### src/rtl/reset_seq_pkg.sv
// Shared types and constants for the staged reset sequencer.
// The counter width covers the largest timeout (2^24-1 cycles), and a
// helper turns a cycle count into the terminal value of the shared timer.
package reset_seq_pkg;

   typedef enum logic [2:0] {
      HOLD,
      WAIT_READY,
      GAP,
      RUN,
      FAULT
   } seq_state_t;

   localparam int CNT_W = 24;

   localparam int DEF_NUM_STAGES     = 3;
   localparam int DEF_HOLD_CYCLES    = 65535;
   localparam int DEF_GAP_CYCLES     = 16;
   localparam int DEF_TIMEOUT_CYCLES = 1000000;

   // A phase lasting N cycles ends when the counter, started at zero, reads N-1.
   function automatic logic [CNT_W-1:0] cnt_limit(input int cycles);
      return CNT_W'(cycles - 1);
   endfunction

endpackage

### src/rtl/seq_timer.sv
// Up-counter shared by the hold, gap and ready-timeout phases.
// Clear has priority over enable; hit flags equality with the current limit.
module seq_timer
   import reset_seq_pkg::*;
(
   input  logic             clk,
   input  logic             rst_n,
   input  logic             clr,
   input  logic             en,
   input  logic [CNT_W-1:0] limit,
   output logic             hit
);

   logic [CNT_W-1:0] count;

   // Count cycles of the active phase; restart from zero on every phase change.
   always_ff @(posedge clk or negedge rst_n) begin
      if (!rst_n) begin
         count <= '0;
      end else if (clr) begin
         count <= '0;
      end else if (en) begin
         count <= count + CNT_W'(1);
      end
   end

   assign hit = (count == limit);

endmodule

### src/rtl/reset_sequencer.sv
// Staged reset controller: holds all subsystems in reset for a settle period,
// then releases them one at a time in index order, waiting for each stage's
// ready before a gap and the next release. A stage that never reports ready
// within the timeout puts every stage back in reset and latches a fault.
// All outputs are registered; soft_rst_req restarts from the hold phase.
module reset_sequencer
   import reset_seq_pkg::*;
#(
   parameter int NUM_STAGES     = DEF_NUM_STAGES,
   parameter int HOLD_CYCLES    = DEF_HOLD_CYCLES,
   parameter int GAP_CYCLES     = DEF_GAP_CYCLES,
   parameter int TIMEOUT_CYCLES = DEF_TIMEOUT_CYCLES
)(
   input  logic                          clk,
   input  logic                          rst_n,
   input  logic                          soft_rst_req,
   input  logic [NUM_STAGES-1:0]         stage_ready,
   output logic [NUM_STAGES-1:0]         stage_rst,
   output logic                          all_ready,
   output logic                          fault,
   output logic [$clog2(NUM_STAGES)-1:0] fault_stage,
   output logic                          busy
);

   localparam int               IDX_W    = $clog2(NUM_STAGES);
   localparam logic [IDX_W-1:0] LAST_IDX = IDX_W'(NUM_STAGES - 1);
   localparam logic [CNT_W-1:0] HOLD_LIM = cnt_limit(HOLD_CYCLES);
   localparam logic [CNT_W-1:0] GAP_LIM  = cnt_limit(GAP_CYCLES);
   localparam logic [CNT_W-1:0] TMO_LIM  = cnt_limit(TIMEOUT_CYCLES);

   seq_state_t       state;
   logic [IDX_W-1:0] idx;
   logic [IDX_W-1:0] next_idx;
   logic             cur_ready;
   logic             hit;
   logic             tmr_clr;
   logic             tmr_en;
   logic [CNT_W-1:0] tmr_limit;

   // Only the stage currently being waited on is looked at.
   assign cur_ready = stage_ready[idx];
   assign next_idx  = idx + IDX_W'(1);

   // Pick the timer limit for the current phase and clear it on every phase exit.
   always_comb begin
      tmr_limit = HOLD_LIM;
      tmr_en    = 1'b0;
      tmr_clr   = 1'b1;
      case (state)
         HOLD: begin
            tmr_limit = HOLD_LIM;
            tmr_en    = 1'b1;
            tmr_clr   = hit;
         end
         WAIT_READY: begin
            tmr_limit = TMO_LIM;
            tmr_en    = 1'b1;
            tmr_clr   = cur_ready | hit;
         end
         GAP: begin
            tmr_limit = GAP_LIM;
            tmr_en    = 1'b1;
            tmr_clr   = hit;
         end
         default: begin
            tmr_en = 1'b0;
         end
      endcase
      // A held restart request keeps the hold phase from ever expiring.
      if (soft_rst_req) begin
         tmr_clr = 1'b1;
      end
   end

   seq_timer u_timer (
      .clk   (clk),
      .rst_n (rst_n),
      .clr   (tmr_clr),
      .en    (tmr_en),
      .limit (tmr_limit),
      .hit   (hit)
   );

   // Sequencer state and registered outputs; restart overrides every state.
   always_ff @(posedge clk or negedge rst_n) begin
      if (!rst_n) begin
         state       <= HOLD;
         idx         <= '0;
         stage_rst   <= '1;
         all_ready   <= 1'b0;
         fault       <= 1'b0;
         fault_stage <= '0;
         busy        <= 1'b1;
      end else if (soft_rst_req) begin
         state       <= HOLD;
         idx         <= '0;
         stage_rst   <= '1;
         all_ready   <= 1'b0;
         fault       <= 1'b0;
         fault_stage <= '0;
         busy        <= 1'b1;
      end else begin
         case (state)
            HOLD: begin
               if (hit) begin
                  state        <= WAIT_READY;
                  stage_rst[0] <= 1'b0;
               end
            end
            WAIT_READY: begin
               // Ready wins over a timeout expiring on the same cycle.
               if (cur_ready) begin
                  if (idx == LAST_IDX) begin
                     state     <= RUN;
                     stage_rst <= '0;
                     all_ready <= 1'b1;
                     busy      <= 1'b0;
                  end else begin
                     state <= GAP;
                  end
               end else if (hit) begin
                  state       <= FAULT;
                  fault       <= 1'b1;
                  fault_stage <= idx;
                  stage_rst   <= '1;
                  busy        <= 1'b0;
               end
            end
            GAP: begin
               if (hit) begin
                  state               <= WAIT_READY;
                  idx                 <= next_idx;
                  stage_rst[next_idx] <= 1'b0;
               end
            end
            RUN, FAULT: begin
               state <= state;
            end
            default: begin
               state <= HOLD;
            end
         endcase
      end
   end

endmodule

### config.mk
export PLATFORM = sky130hd
export DESIGN_NAME = reset_sequencer
export DESIGN_NICKNAME = d
export VERILOG_FILES = /design/src/rtl/reset_seq_pkg.sv /design/src/rtl/seq_timer.sv /design/src/rtl/reset_sequencer.sv
export SDC_FILE = /design/constraint.sdc
export NUM_CORES = 1
export LEC_CHECK = 0
export ABC_AREA = 0
export BUFFER_PORTS_ARGS = -buffer_cell sky130_fd_sc_hd__buf_2
export CORE_ASPECT_RATIO = 0.6
export CORE_MARGIN = 2
export CORE_UTILIZATION = 25
export CTS_CLUSTER_DIAMETER = 150
export DETAILED_ROUTE_END_ITERATION = 10
export GPL_TIMING_DRIVEN = 0
export PLACE_DENSITY = 0.48
export SYNTH_ARGS = -nofsm -noshare
export SYNTH_HDL_FRONTEND = slang
export SYNTH_SLANG_ARGS = --single-unit
### constraint.sdc
create_clock -name clk -period 2.6 [get_ports clk]
set_clock_uncertainty 0.05 [all_clocks]
set_input_delay 0.52 -clock clk [delete_from_list [all_inputs] [get_ports clk]]
set_output_delay 0.52 -clock clk [all_outputs]
set_load 0.02 [all_outputs]
==> key figures, run 1 <==
Synth
  – Synth Area in XOR/XNOR: 9.988%
  – Main flop type after synthesis: dfrtp_1
  – Adder-cell share of the synthesized area: 2.973%
  – Largest cells by area after synthesis: dfrtp_1, nor2_1, xnor2_1
  – Synth top area share: 39.24%
  – Multiplexer area fraction after synthesis: 3.329%
  – Synth cell types: 42
  – Post-Synth Simple-Gate Area: 28.78%
  – Synth area leader: dfrtp_1
  – #FFs+latches synth: 37
  – Post-synthesis cell count: 231
  – Compound-Gate Fraction of Synth Area: 6.361%
  – Post-synth EDFFs: 0
  – Synth Net Count: 242
  – Ys Warns: 0
  – Synthesized area: 2105 µm²
  – Seq/Total Area, Yosys: 44.23%
  – Combinational family with the most area after synthesis: simple AND/OR/NAND/NOR gates
  – Synthesized area per cell: 9.110 µm²
  – Post-synth ARST share: 100.0%

Place
  – DPL Wire Length: 3.487 mm
  – Cells after DPL: 352
  – Buffers on Ports: 13
  – Cell Area, Placed: 2305 µm²
  – GPL Wtd Cong: 0.7701

Global route
  – Vias in the first global route: 1550
  – Global-route wire length before repair: 8.176 mm
  – Total global routing overflow: 0
  – Initial antenna violation count: 0
  – GR Util All Layers: 11.75%
  – Largest net degree at the start of global routing: 38

Route
  – Routed wire per std cell: 13.42 µm
  – Number of routed nets with antenna violations: 0
  – Final wirelength: 4.831 mm
  – First-pass DRT Iterations: 6
  – Post-route DRC: 0
  – DR iter-0 viols: 97
  – Vias: 1652
  – Vias per inst: 4.589

Setup path
  – CP max-delay cell: nor4_1
  – CP max FO: 6
  – CP Launch Type: flop
  – Worst EP arrival: 2.49 ns
  – Critical Path Max Stage Delay: 0.68 ns
  – CP Cell Sequence: nand4_1, nor4_1, nand3_1, nor3_1, xnor2_1, nor2_1
  – CP Class: reg2reg
  – WP buf/inv: 0
  – Worst setup EP type: flop
  – WP data required: 2.72 ns
  – Crit path max-delay family: simple AND/OR/NAND/NOR gates

Cells and area
  – Cell area after layout: 2489 µm²
  – Area of the multi-input gates: 1094 µm²
  – Area occupied by registers: 930.9 µm²
  – Most common cell after layout, fill and taps aside: nor2_1
  – Fillers: 864
  – Nets@finish: 262
  – Ant. Diodes: 0
  – Layout area overhead: 18.25%
  – Layout Cells excl Fill: 360
  – Commonest non-fill, non-tap cells in the layout: nor2_1, dfrtp_1, nand2_1
  – Share of cells above drive strength 1: 15.08%

Run status
  – Status: completed

Power and ir drop
  – P_sw: 0.0002823 W
  – Clock power frac: 52.4%
  – Peak supply drop: 0.0002877 V
  – LEAKAGE: 1.027 nW
  – Switching Fraction: 20.72%
  – P per Cell Area: 547.6 nW/µm²
  – Int Pwr: 0.001080 W
  – Combinational share of power: 4.2%
  – Reg power frac: 43.5%

Clock network
  – Number of post-CTS setup repair buffers: 0
  – Worst skew pair latency: 0.28 ns
  – CTS Buffer Depth: 2
  – Depth of the CTS H-tree: 2
  – CTS tree: yes
  – Clock sinks: 37
  – TritonCTS Buffers: 5
  – Root Driver: clkbuf_16
  – Clock Pin Slew Worst Setup and Hold Paths: 0.06 ns

Timing
  – Fin crit share: 91.19%
  – Worst Tran Pin Value: 0.8571 ns
  – Setup total negative slack: 0 ns
  – Slew Limit Fails: 0
  – Final setup violation count: 0
  – Slew margin rel.: 42.86%
  – Achievable Freq: 421.8 MHz
  – Unrepaired setup endpoints after global routing: false
  – Final min period: 2.371 ns
  – Final Hold Vio Count: 0

Run
  – Max-cap violations: 0

Floorplanning
  – Chip Width: 122.5 µm
  – Top Ports: 14
  – Row cnt: 25
  – Initial Utilization: 26.28%
  – Die ar.: 9192 µm²
  – Core area: 8008 µm²
  – Chip height: 75.07 µm

Worst hold path
  – Hold crit path type: in2async
stage by stage:
stage	util [%]	hold slack [ns]	total power, W	setup slack (ns)
6_report	31.08	0.3023	0.001363	0.2291
5_1_grt	31.08	0.3810	0.001407	0.008793
3_5_place_dp	28.78	0.4399	0.0006603	0.1973
4_1_cts	30.94	0.3460	0.001380	0.1748
2_1_floorplan	-	0.1744	0.0006306	0.5295
3_3_place_gp	28.78	0.4268	0.0006605	0.1775
synth_stat cells, drive strengths merged (2+ instances only):
| library cell | n |
|---|---|
| a21oi | 7 |
| a2bb2oi | 2 |
| a31oi | 3 |
| and3 | 2 |
| buf | 6 |
| clkbuf | 3 |
| dfrtp | 33 |
| dfstp | 4 |
| ha | 5 |
| inv | 10 |
| mux2i | 7 |
| nand2 | 21 |
| nand2b | 3 |
| nand3 | 9 |
| nand3b | 2 |
| nand4 | 7 |
| nor2 | 42 |
| nor3 | 9 |
| nor3b | 6 |
| nor4 | 5 |
| o21ai | 4 |
| or2 | 2 |
| or4 | 4 |
| xnor2 | 13 |
| xor2 | 11 |
kinds of logic (layout without fill, tap and decap cells):
logic type / count (synthesis) / count (layout)
AND/OR/NAND/NOR: 118 / 118
flip-flops: 37 / 37
XOR/XNOR: 24 / 24
AO/OA/AOI/OAI: 21 / 21
buffers and inverters: 19 / 40
multiplexers: 7 / 7
adder cells (fa/ha/maj): 5 / 5
what timing repair did:
action / in CTS / in global routing
setup endpoints to repair: 0 / 20
resized for setup: 0 / 2
hold buffers: 0 / 0
cell type report:
cell class / instances / area share, %
multi-input combinational: 175 / 43.94
sequential: 37 / 37.41
clock buffer: 7 / 5.732
tap: 108 / 5.430
timing repair buffer: 13 / 2.614
buffer: 9 / 2.162
inverter: 10 / 1.508
clock inverter: 1 / 1.207
state kept, by name (all words and copies together) (netlist names):
register,flops
state,3
fault_stage,2
fault,1
u_timer.count,24
all_ready,1
stage_rst,3
idx,2
busy,1
path summary, 6_finish.rpt:
| kind | from | endpoint | slack (ns) | cells after the start |
|---|---|---|---|---|
| max in group asynchronous | rst_n | state[2]$_DFFE_PN0P_ | 1.66 | 1 |
| min in group clk | busy$_DFFE_PN1P_ | busy$_DFFE_PN1P_ | 0.44 | 2 |
| min reg2reg | busy$_DFFE_PN1P_ | busy$_DFFE_PN1P_ | 0.44 | 2 |
| max | u_timer.count[4]$_DFFE_PN0P_ | u_timer.count[23]$_DFFE_PN0P_ | 0.23 | 6 |
| max reg2reg | u_timer.count[4]$_DFFE_PN0P_ | u_timer.count[23]$_DFFE_PN0P_ | 0.23 | 6 |
| min | rst_n | u_timer.count[12]$_DFFE_PN0P_ | 0.30 | 1 |
power groups by stage:
stage | Combinational [W] | Sequential [W] | Clock (W)
global placement | 0.0000588 | 0.000602 | 0
detailed placement | 0.0000585 | 0.000602 | 0
global route | 0.0000645 | 0.000593 | 0.000749
floorplan | 0.0000302 | 0.000600 | 0
finish | 0.0000567 | 0.000592 | 0.000714
CTS | 0.0000589 | 0.000592 | 0.000729
layer usage:
metal	part of all wire [%]	GRT usage, %	wire [µm]	vias up
li1	-	-	-	832
met1	60	18.89	2907	792
met2	35	14.51	1672	22
met3	4.6	3.788	221	6
met4	0.62	2.682	30	0
met5	0	0	0	-
No activity file was read; power rests on OpenSTA's default activity.
==> run 2: changes to the inputs <==
CORE_UTILIZATION = 55   (was 25)
CTS_CLUSTER_SIZE = 40   (was unset)
PLACE_DENSITY = 0.81   (was 0.48)
==> run 2 against run 1 <==
Critical path depth grew 2; worst setup slack got worse by 0.028 ns; final cell count decreased by 17%; total power fell by 24%; non-clock buffer count is the same; sequential share of layout area increased by 2.8 points; largest cell class unchanged.
==> key figures, run 2 (same netlist as run 1, synthesis figures left out) <==
Route
  – DR WL met3: 158 µm
  – DR iter-0 viols: 104
  – M1 wire length: 2.441 mm
  – Number of routed nets with antenna violations: 0
  – Met2 routed WL: 1.782 mm
  – Top routing layer in use: met4
  – Post-route DRC: 0
  – Vias: 1671
  – First-pass DRT Iterations: 4
  – Vias per inst: 5.589
  – Final wirelength: 4.419 mm
  – Routed wire per std cell: 14.78 µm

Setup path
  – CP max-delay cell: nor3b_2
  – Worst setup EP type: flop
  – Most used cell, CP: mux2i_1
  – Worst Reg-to-Reg Cells: 8
  – WP data required: 2.71 ns
  – CP max FO: 9
  – CP Class: reg2reg
  – Critical Path Max Stage Delay: 0.46 ns
  – Worst EP arrival: 2.51 ns
  – CP Cell Sequence: clkbuf_1, nor3b_2, mux2i_1, nand3_1, or3_1, buf_2, mux2i_1, nor2_1
  – CP Launch Type: flop

Place
  – DPL Wire Length: 3.264 mm
  – GPL Wtd Cong: 0.8480
  – Buffers on Ports: 13

Clock network
  – TritonCTS Buffers: 5
  – CTS tree: yes
  – Clock sinks: 37
  – CTS Buffer Depth: 2
  – Clock Pin Slew Worst Setup and Hold Paths: 0.07 ns
  – Depth of the CTS H-tree: 2
  – Post_cts resized: 0
  – Post-cts hold buffer count: 0
  – Worst skew pair latency: 0.29 ns
  – Root Driver: clkbuf_8
  – Number of post-CTS setup repair buffers: 0

Cells and area
  – Max reg flops: 24
  – Most common cell after layout, fill and taps aside: nor2_1
  – Share of cells above drive strength 1: 15.08%
  – Fillers: 307
  – Top Registers: u_timer.count: 24 flops, stage_rst: 3 flops, state: 3 flops
  – Layout area overhead: 9.988%
  – Ant. Diodes: 0
  – Fin util: 63.27%
  – Nets@finish: 262
  – Biggest register: u_timer.count
  – Commonest non-fill, non-tap cells in the layout: nor2_1, dfrtp_1, nand2_1

Global route
  – Vias in the first global route: 1491
  – Global-route wire length before repair: 7.369 mm
  – Total global routing overflow: 0
  – Initial antenna violation count: 0
  – GR Util All Layers: 22.33%
  – Largest net degree at the start of global routing: 38

Timing
  – Final min period: 2.399 ns
  – Unrepaired setup endpoints after global routing: false
  – Slew margin rel.: 46.04%
  – Slew Limit Fails: 0
  – Final setup violation count: 0
  – Worst Tran Pin Value: 0.8094 ns
  – Achievable Freq: 416.9 MHz
  – Setup total negative slack: 0 ns
  – Final Hold Vio Count: 0
  – Fin crit share: 92.26%

Power and ir drop
  – P per Cell Area: 445.9 nW/µm²
  – Int Pwr: 0.0007852 W
  – Combinational share of power: 5.4%
  – Tot Pwr: 0.001032 W
  – Peak supply drop: 0.0003502 V
  – Clock power frac: 37.4%
  – Reg power frac: 57.2%
  – LEAKAGE: 0.9850 nW
  – P_sw: 0.0002468 W
  – Switching Fraction: 23.92%

Floorplanning
  – Chip height: 51.92 µm
  – Initial Utilization: 57.52%
  – Die ar.: 4354 µm²
  – Top Ports: 14
  – Chip Width: 83.86 µm
  – Row cnt: 17
  – Core area: 3659 µm²

Run status
  – Status: completed

Worst hold path
  – Hold crit path type: in2async

Run
  – Max-cap violations: 0
[run 2: cell count changes in the layout (fill, tap and decap cells not counted)]
| cell | change |
|---|---|
| clkinv_2 | +2 |
| nor3b_1 | +1 |
| nor3b_4 | -1 |
| bufinv_16 | -1 |
| clkinvlp_4 | +1 |
| clkbuf_16 | -5 |
| clkbuf_8 | +4 |
| clkbuf_1 | -1 |
[run 2: worst max-delay path: cells and delay by family, from the launching register on]
kind	cells	cell delay, ns
flip-flops	1	0.36
AND/OR/NAND/NOR	4	1.00
multiplexers	2	0.49
buffers and inverters	2	0.38
[run 2: area by class of cell]
type                    count  area (µm²)  share of cell area (%)
repair buffers             13       65.06                   2.811
clock inverters             3       17.52                  0.7568
inverters                  10       37.54                   1.622
well taps                  47       58.81                   2.541
plain buffers               9       53.80                   2.324
flip-flops and latches     37       930.9                   40.22
multi-input cells         175        1082                   46.76
clock buffers               5       68.82                   2.973
[run 2: worst paths after layout]
kind	start	endpoint	slack (ns)
max reg2reg	state[2]$_DFFE_PN0P_	fault_stage[1]$_DFFE_PN0P_	0.20
max in group asynchronous	rst_n	fault$_DFFE_PN0P_	1.72
min reg2reg	busy$_DFFE_PN1P_	busy$_DFFE_PN1P_	0.45
min	rst_n	u_timer.count[4]$_DFFE_PN0P_	0.27
max	state[2]$_DFFE_PN0P_	fault_stage[1]$_DFFE_PN0P_	0.20
min in group clk	busy$_DFFE_PN1P_	busy$_DFFE_PN1P_	0.45
[run 2: metrics by stage]
step | cells | hold WS (ns) | instance area [µm²] | worst slack (ns)
global placement | 291 | 0.4308 | 2228 | 0.2263
global route | 299 | 0.3367 | 2315 | 0.01589
finish | 299 | 0.2713 | 2315 | 0.2011
floorplan | 231 | 0.1744 | 2105 | 0.5295
detailed placement | 291 | 0.4338 | 2228 | 0.2089
CTS | 299 | 0.2929 | 2315 | 0.1902
[run 2: per-layer routing]
metal | global-route usage, % | vias to the layer above
met5 | 0 | -
met4 | 6.452 | 0
met3 | 5.238 | 5
met2 | 29.47 | 25
met1 | 35.73 | 808
li1 | - | 833
[run 2: power groups by stage]
stage	clock [W]	sequential, W	combinational [W]
after global placement	0	0.000601	0.0000558
after detailed placement	0	0.000601	0.0000565
after global routing	0.000422	0.000591	0.0000638
after CTS	0.000394	0.000590	0.0000565
final	0.000386	0.000591	0.0000557
after floorplan	0	0.000600	0.0000302
